[config.mk]
export PLATFORM = sky130hd
export DESIGN_NAME = fanout_stim_sequencer
export DESIGN_NICKNAME = d
export VERILOG_FILES = /design/src/rtl/fanout_stim_sequencer.sv
export SDC_FILE = /design/constraint.sdc
export NUM_CORES = 1
export LEC_CHECK = 0
export CAP_MARGIN = 30
export CORE_AREA = 3 3 104 106
export CTS_BUF_LIST = sky130_fd_sc_hd__clkbuf_8 sky130_fd_sc_hd__clkbuf_16
export CTS_CLUSTER_SIZE = 24
export DETAILED_ROUTE_END_ITERATION = 8
export DIE_AREA = 0 0 107 109
export PLACE_DENSITY = 0.78
export REMOVE_ABC_BUFFERS = 1
export SLEW_MARGIN = 30
export SYNTH_ARGS = -nofsm -noshare
export SYNTH_HDL_FRONTEND = slang
export SYNTH_SLANG_ARGS = --single-unit
[constraint.sdc]
create_clock -name clk -period 6.2 [get_ports clk]
set_clock_uncertainty 0.15 [all_clocks]
set_input_delay 1.24 -clock clk [delete_from_list [all_inputs] [get_ports clk]]
set_output_delay 1.24 -clock clk [all_outputs]
set_load 0.01 [all_outputs]
[src/rtl/fanout_stim_sequencer.sv]
// fanout_stim_sequencer: drives a pulse train into a NOR fanout chain and
// counts the edges that come back on four asynchronous branch outputs.
// Each run is HIGH/LOW pulses, a DRAIN settle window, then a one-cycle DONE.
// Per-branch edge counts are compared against 2*pulse_count at DONE.
module fanout_stim_sequencer #(
  parameter int SYNC_STAGES  = 2,
  parameter int DRAIN_CYCLES = 16
) (
  input  logic        clk,
  input  logic        rst_n,
  input  logic        start,
  input  logic [7:0]  pulse_width,
  input  logic [7:0]  gap_width,
  input  logic [7:0]  pulse_count,
  output logic        stim_out,
  input  logic [3:0]  branch_in,
  output logic        busy,
  output logic        done,
  output logic [31:0] edge_cnt,
  output logic [3:0]  mismatch
);

  localparam int DRAIN_W = (DRAIN_CYCLES > 1) ? $clog2(DRAIN_CYCLES) : 1;

  typedef enum logic [2:0] {
    IDLE  = 3'd0,
    HIGH  = 3'd1,
    LOW   = 3'd2,
    DRAIN = 3'd3,
    DONE  = 3'd4
  } state_t;

  // Phase counters hold (length - 1); a zero width behaves like a width of one.
  function automatic logic [7:0] phase_load(input logic [7:0] width);
    return (width == 8'd0) ? 8'd0 : (width - 8'd1);
  endfunction

  state_t               r_state;
  state_t               w_state_nxt;
  logic                 w_accept;
  logic [7:0]           r_pw;
  logic [7:0]           r_gap;
  logic [7:0]           r_cnt;
  logic [7:0]           r_phase;
  logic [7:0]           r_left;
  logic [DRAIN_W-1:0]   r_drain;
  logic                 r_stim;
  logic                 r_busy;
  logic                 r_done;
  logic [SYNC_STAGES-1:0] r_sync [4];
  logic [3:0]           r_br_d;
  logic [3:0]           w_br_s;
  logic [3:0]           w_edge;
  logic                 w_count_en;
  logic [7:0]           r_edge [4];
  logic [3:0]           r_mismatch;

  assign w_accept   = (r_state == IDLE) && start;
  assign w_count_en = (r_state == HIGH) || (r_state == LOW) || (r_state == DRAIN);

  // Next-state decode for the run sequencer.
  always_comb begin
    w_state_nxt = r_state;
    case (r_state)
      IDLE: begin
        if (start) begin
          w_state_nxt = (pulse_count == 8'd0) ? DRAIN : HIGH;
        end else begin
          w_state_nxt = IDLE;
        end
      end
      HIGH: begin
        if (r_phase == 8'd0) begin
          w_state_nxt = LOW;
        end else begin
          w_state_nxt = HIGH;
        end
      end
      LOW: begin
        if (r_phase == 8'd0) begin
          w_state_nxt = (r_left != 8'd0) ? HIGH : DRAIN;
        end else begin
          w_state_nxt = LOW;
        end
      end
      DRAIN: begin
        if (r_drain == DRAIN_W'(0)) begin
          w_state_nxt = DONE;
        end else begin
          w_state_nxt = DRAIN;
        end
      end
      DONE:    w_state_nxt = IDLE;
      default: w_state_nxt = IDLE;
    endcase
  end

  // State register.
  always_ff @(posedge clk or negedge rst_n) begin
    if (!rst_n) begin
      r_state <= IDLE;
    end else begin
      r_state <= w_state_nxt;
    end
  end

  // Outputs are flops decoded from the next state so they never glitch.
  always_ff @(posedge clk or negedge rst_n) begin
    if (!rst_n) begin
      r_stim <= 1'b0;
      r_busy <= 1'b0;
      r_done <= 1'b0;
    end else begin
      r_stim <= (w_state_nxt == HIGH);
      r_busy <= (w_state_nxt != IDLE);
      r_done <= (w_state_nxt == DONE);
    end
  end

  // Latched run configuration plus phase, pulse and drain timers.
  always_ff @(posedge clk or negedge rst_n) begin
    if (!rst_n) begin
      r_pw    <= 8'd0;
      r_gap   <= 8'd0;
      r_cnt   <= 8'd0;
      r_phase <= 8'd0;
      r_left  <= 8'd0;
      r_drain <= DRAIN_W'(0);
    end else begin
      case (r_state)
        IDLE: begin
          if (w_accept) begin
            r_pw    <= pulse_width;
            r_gap   <= gap_width;
            r_cnt   <= pulse_count;
            r_phase <= phase_load(pulse_width);
            r_left  <= pulse_count;
          end
        end
        HIGH: begin
          if (r_phase == 8'd0) begin
            r_phase <= phase_load(r_gap);
            r_left  <= r_left - 8'd1;
          end else begin
            r_phase <= r_phase - 8'd1;
          end
        end
        LOW: begin
          if (r_phase == 8'd0) begin
            r_phase <= phase_load(r_pw);
          end else begin
            r_phase <= r_phase - 8'd1;
          end
        end
        default: r_phase <= r_phase;
      endcase
      // Drain timer stays preloaded until DRAIN is entered.
      if (r_state == DRAIN) begin
        if (r_drain != DRAIN_W'(0)) begin
          r_drain <= r_drain - DRAIN_W'(1);
        end
      end else begin
        r_drain <= DRAIN_W'(DRAIN_CYCLES - 1);
      end
    end
  end

  // Multi-flop synchronizers and one-cycle history for edge detection.
  always_ff @(posedge clk or negedge rst_n) begin
    if (!rst_n) begin
      for (int i = 0; i < 4; i++) begin
        r_sync[i] <= '0;
      end
      r_br_d <= 4'd0;
    end else begin
      for (int i = 0; i < 4; i++) begin
        r_sync[i] <= {r_sync[i][SYNC_STAGES-2:0], branch_in[i]};
      end
      r_br_d <= w_br_s;
    end
  end

  // Synchronized branch levels and per-branch edge pulses.
  always_comb begin
    w_br_s = 4'd0;
    for (int i = 0; i < 4; i++) begin
      w_br_s[i] = r_sync[i][SYNC_STAGES-1];
    end
    w_edge = w_br_s ^ r_br_d;
  end

  // Saturating per-branch edge counters and end-of-run mismatch flags.
  always_ff @(posedge clk or negedge rst_n) begin
    if (!rst_n) begin
      for (int i = 0; i < 4; i++) begin
        r_edge[i] <= 8'd0;
      end
      r_mismatch <= 4'd0;
    end else if (w_accept) begin
      for (int i = 0; i < 4; i++) begin
        r_edge[i] <= 8'd0;
      end
      r_mismatch <= 4'd0;
    end else begin
      for (int i = 0; i < 4; i++) begin
        if (w_count_en && w_edge[i] && (r_edge[i] != 8'd255)) begin
          r_edge[i] <= r_edge[i] + 8'd1;
        end
        if (r_state == DONE) begin
          r_mismatch[i] <= ({1'b0, r_edge[i]} != {r_cnt, 1'b0});
        end
      end
    end
  end

  for (genvar g = 0; g < 4; g++) begin : g_cnt_out
    assign edge_cnt[8*g +: 8] = r_edge[g];
  end

  assign stim_out = r_stim;
  assign busy     = r_busy;
  assign done     = r_done;
  assign mismatch = r_mismatch;

endmodule

Word level (Yosys, flattened, before mapping)
Index checks and enable logic that the tools add are counted.
{"block": "op_classes", "mux": 29, "n_addsub": 10, "n_eq_ne": 17, "n_bitwise": 1, "n_reduce_logical": 31}
{"cell": "$mux 8", "count": 12}
{"cell": "$logic_not 8->1", "count": 5}
{"cell": "$sub 8x1->8 const B", "count": 5}
{"cell": "$ne 8x9->1", "count": 4}
{"cell": "$add 8x1->8 const B", "count": 4}
{"cell": "$mux 32", "count": 1}
{"cell": "$ne 8x8->1 const B", "count": 4}
{"cell": "$pmux 8 s3", "count": 1}
{"cell": "$pmux 8 s2", "count": 1}
{"cell": "$mux 4", "count": 3}
{"cell": "$pmux 3 s4", "count": 1}
{"cell": "$reduce_bool 2->1", "count": 6}
{"cell": "$mux 2", "count": 5}
{"cell": "$logic_and 1x1->1", "count": 9}
{"cell": "$reduce_bool 8->1", "count": 1}
{"cell": "$eq 3x1->1 const B", "count": 2}
{"cell": "$eq 3x2->1 const B", "count": 2}
{"cell": "$eq 3x3->1 const B", "count": 2}
{"cell": "$reduce_bool 3->1", "count": 2}
{"cell": "$logic_not 4->1", "count": 1}
{"cell": "$mux 1", "count": 4}
{"cell": "$ne 2x1->1 const B", "count": 2}
{"cell": "$reduce_and 2->1", "count": 2}
{"cell": "$reduce_bool 4->1", "count": 1}
{"cell": "7 further kinds", "count": 8}
{"block": "word_totals", "reg_bits": 98, "in_bits": 31, "word_cells": 108, "out_inout_bits": 39}

Longest topological paths before layout
{"block": "depth", "ltp_word": 7, "ltp_mapped": 8, "depth_no_buf": 7}

Least setup slack after synthesis
OpenSTA, ideal clock, no wires.
{"block": "synth_timing", "path_type": "input -> register", "startpoint": "in pulse_width[0]", "endpoint": "reg r_phase[4]", "setup_time_ns": 0.125, "t_required_ns": 5.925, "slack_ns": 3.335, "stages": 7, "arrival_ns": 2.590, "n_path_buf": 0, "cell_sequence": "inv_1 ha_1 or4b_1 o22ai_2 o22a_1 o221ai_1 mux2_2"}
{"block": "synth_via", "elab_chain_cells": 4, "word_cells_on_any_way": 5, "cone_classes": "add/sub (1); mux (3); reduce/logical (1)"}
{"element": "start: declaration", "line": "12", "source": "input logic [7:0] pulse_width,"}
{"element": "$sub 8x1->8 or $logic_not 8->1 (tied branches)", "line": "35", "source": "return (width == 8'd0) ? 8'd0 : (width - 8'd1);"}
{"element": "$mux 8 (*)", "line": "35"}
{"element": "$mux 8 (*)", "line": "132", "source": "if (w_accept) begin"}
{"element": "$pmux 8 s3 (*)", "line": "130", "source": "case (r_state)"}
{"element": "end signal: assignment", "line": "136", "source": "r_phase <= phase_load(pulse_width);"}
{"element": "end signal: assignment", "line": "142", "source": "r_phase <= phase_load(r_gap);"}
{"element": "end signal: assignment", "line": "145", "source": "r_phase <= r_phase - 8'd1;"}
{"element": "end: declaration", "line": "44", "source": "logic [7:0] r_phase;"}
Mark *: on every way between the ends. The rest lies on a longest branch, timed or not. The select of a mux whose other input is x is not followed.
A chain may end at the register's enable or synchronous reset.

Worst setup path in the final report
Ends and elaborated chain as after synthesis.

==> impl_summary.txt <==
----------------------------------------------------
[GRT]
  Antenna violations before repair ... 0
  Vias in the first global route ... roughly 4300
  Remaining global-route overflow ... 0
  Pin count of the biggest net entering global routing ... 64
  Aggregate global-route resource usage ... 23.7%
  First-pass GRT wire length ... 21900 µm

[STA]
  Share of the clock period used by the worst path ... between 50% and 60%
  Headroom to the max-slew limit ... 38.5%
  Measured slew at the worst slew-check pin ... 921 ps
  Highest clock frequency the design can meet ... 0.307 GHz
  RSZ-0062 raised after global routing ... no
  Count of final max-slew check failures ... 0
  Final-report hold violation count ... 0
  Setup slack after layout ... 2950 ps
  Final worst path period need ... 3250 ps
  Number of setup violations in the final report ... 0
  Post-Route Setup TNS ... 0 ps

[Clock tree]
  Clock latency on the worst-skew pair ... between 300 and 400 ps
  Depth of the CTS H-tree ... 3
  Clock root buffer master ... sky130_fd_sc_hd__clkbuf_8
  TritonCTS clock tree ... built
  Register clock-pin slew on the reported worst setup and hold paths ... roughly 90 ps
  TritonCTS Sinks ... 98
  Resized Gates After CTS ... 0
  Number of hold buffers added after CTS ... 0
  Number of setup buffers added after CTS ... 0
  Maximum clock path buffer count ... 2
  Cts bufs inserted ... 9

[Yosys]
  Number of synthesized register bits ... 98
  Cell Area, Synth ... 5490 µm²
  Synthesized-area fraction occupied by xor and xnor cells ... 11.2%
  Combinational family with the most area after synthesis ... simple AND/OR/NAND/NOR gates
  Syn Inst Count ... roughly 560
  Multiplexer share of the synthesized area ... 2.42%
  Post-Synth Adder-Cell Area ... 3.65%
  Share of the synthesized area in the top cell type ... ~45%
  EDFF count, synth ... 0
  Largest cells by area after synthesis ... sky130_fd_sc_hd__dfrtp_1, sky130_fd_sc_hd__xor2_1, sky130_fd_sc_hd__nand2_1
  Post-synthesis compound-gate area fraction ... between 10% and 20%
  Syn avg cell area ... 9.73 µm²
  Ys Warns ... 0
  Simple-gate share of the synthesized area ... between 20% and 30%
  Library cells used by synthesis ... 64
  Leading register cell type out of synthesis ... sky130_fd_sc_hd__dfrtp_1
  Sequential share of the synthesized area ... 44.7%
  Cell accounting for the most synthesized area ... sky130_fd_sc_hd__dfrtp_1
  Async set-or-reset flop fraction in the synthesized netlist ... 100%

[Critical path]
  WP data required ... 6310 ps
  Worst endpoint data arrival time ... 3360 ps
  Category of the worst setup path launch point ... input port
  Setup CP Type ... in -> reg
  CP endpoint kind ... register
  Worst Path Max Fanout ... 6

[Floorplan]
  Die Footprint ... roughly 12000 µm²
  Initial standard-cell utilization of the core ... between 50 and 60%
  Core footprint ... a little under 10000 µm²
  Num rows ... 36
  Die H ... 109 µm
  I/O pin cnt ... 70
  Width of the die ... about 110 µm

[Cells and area]
  Fill cells ... 785
  Leading cell type in the layout, fill and taps excluded ... sky130_fd_sc_hd__dfrtp_1
  Top library cells by usage in the layout, fill and taps aside ... sky130_fd_sc_hd__dfrtp_1, sky130_fd_sc_hd__nand2_1, sky130_fd_sc_hd__clkdlybuf4s50_1
  Area occupied by registers ... 2450 µm²
  Area taken by multi-input logic gates ... 2870 µm²
  Share of cells above drive strength 1 ... between 6 and 7%
  Antenna fix cells ... 0
  Net count of the finished layout ... between 600 and 700
  Signed area change from the synthesized netlist to the final layout ... 18.4%

[Pwr]
  Total Power Consumption ... 2.94 mW
  Leakage power figure ... ~2.9 nW
  Worst-case vdd ir drop ... 0.269 mV
  Power density relative to cell area ... ~450 nW/µm²

[Placed design]
  IO Port Bufs ... 69
  Sum of net half-perimeters after detailed placement ... approximately 9400 µm
  Final RePlAce weighted congestion ... 0.861
  Post-Place Setup Slack ... 2580 ps

[Job]
  Max capacitance violation total ... 0

[Drt]
  Number of vias per cell after detailed routing ... 5.78
  Starting DRC count in detailed routing ... 269
  Wire length after detailed routing ... 13000 µm
  Post-detailed-route count of antenna-violating nets ... 0
  Number of detailed-route iterations in the first pass ... 7
  Via Count ... about 4400
  Average wire length per cell after detail routing ... between 15 and 20 µm
  Remaining DRCs ... 0

[Outcome]
  Status ... completed

[Min path]
  Class of the worst hold path ... reg -> reg

----------------------------------------------------
registers in the layout, indices dropped and copies added, names as in the netlist, 8 cells and up:
register,flops
edge_cnt,32
r_cnt,8
r_gap,8
r_left,8
r_phase,8
r_pw,8
r_sync,8
through the flow:
| step | hold WS [ps] | instances | area, µm² | utilization [%] |
|---|---|---|---|---|
| global placement | 182 | 744 | 6250 | 63.4 |
| floorplan | 181 | 539 | 5370 | - |
| global route | 216 | 761 | 6500 | 65.9 |
| finish | 209 | 761 | 6500 | 65.9 |
| detailed placement | 191 | 745 | 6260 | 63.5 |
| CTS | 213 | 761 | 6500 | 65.9 |
cell usage after synthesis (all sizes together) (2+ instances only):
library cell,number
a211oi,2
a21o,6
a21oi,9
a22o,3
a22oi,3
a311oi,4
a31oi,6
a41oi,6
and2,8
and3,10
and4,4
buf,11
clkbuf,14
dfrtp,98
ha,16
inv,15
mux2,2
mux2i,11
nand2,86
nand2b,3
nand3,8
nand4,8
nor2,54
nor2b,2
nor3,17
nor3b,6
nor4,12
o211ai,7
o21ai,25
o221ai,4
o22a,6
o22ai,3
o31ai,2
or3,6
or3b,3
xnor2,30
xor2,40
worst max-delay path, stage by stage:
cell                              delay (ps)
sky130_fd_sc_hd__clkdlybuf4s50_1         540
sky130_fd_sc_hd__inv_1                   140
sky130_fd_sc_hd__ha_1                    170
sky130_fd_sc_hd__or4b_1                  480
sky130_fd_sc_hd__o22ai_2                 240
sky130_fd_sc_hd__o22a_1                  180
sky130_fd_sc_hd__o221ai_1                100
sky130_fd_sc_hd__mux2_2                  270
per-layer routing:
| metal | global-route usage, % | wire length, µm | vias to the layer above |
|---|---|---|---|
| li1 | - | - | 2091 |
| met1 | 34.4 | 6050 | 2174 |
| met2 | 37.5 | 6150 | 122 |
| met3 | 2.66 | 592 | 11 |
| met4 | 7.67 | 162 | 0 |
| met5 | 0 | 0 | - |
cells by family after synthesis:
family | Yosys count
AND/OR/NAND/NOR | 233
flip-flops | 98
AO/OA/AOI/OAI | 94
XOR/XNOR | 70
buffers and inverters | 40
adder cells (fa/ha/maj) | 16
multiplexers | 13
final timing paths:
| path | slack (ps) | cells past startpoint | start | end |
|---|---|---|---|---|
| worst max-delay path | 2950 | 8 | pulse_width[0] | r_phase[4]$_DFFE_PN0P_ |
| worst min-delay path | 210 | 0 | r_sync[6]$_DFF_PN0_ | r_sync[7]$_DFF_PN0_ |
| worst max register to register | 3700 | 6 | r_state[2]$_DFF_PN0_ | busy$_DFF_PN0_ |
| worst min register to register | 210 | 0 | r_sync[6]$_DFF_PN0_ | r_sync[7]$_DFF_PN0_ |
| max in group asynchronous | 4080 | 2 | rst_n | r_phase[4]$_DFFE_PN0P_ |
| min in group asynchronous | 660 | 1 | rst_n | edge_cnt[21]$_DFFE_PN0P_ |
where the power goes:
part	internal (mW)	leakage, nW	switching, mW
logic	0.616	1.55	0.628
clock network	0.243	0.114	0.239
registers	0.862	1.21	0.352
total	1.72	2.87	1.22
area by class of cell:
cell class | count | share of cell area [%]
multi-input cells | 426 | 44.1
flip-flops and latches | 98 | 37.8
repair buffers | 73 | 11.1
well taps | 133 | 2.56
clock buffers | 10 | 2.12
clock inverters | 6 | 1.44
inverters | 15 | 0.867
Power figures use the tool's default switching activity.
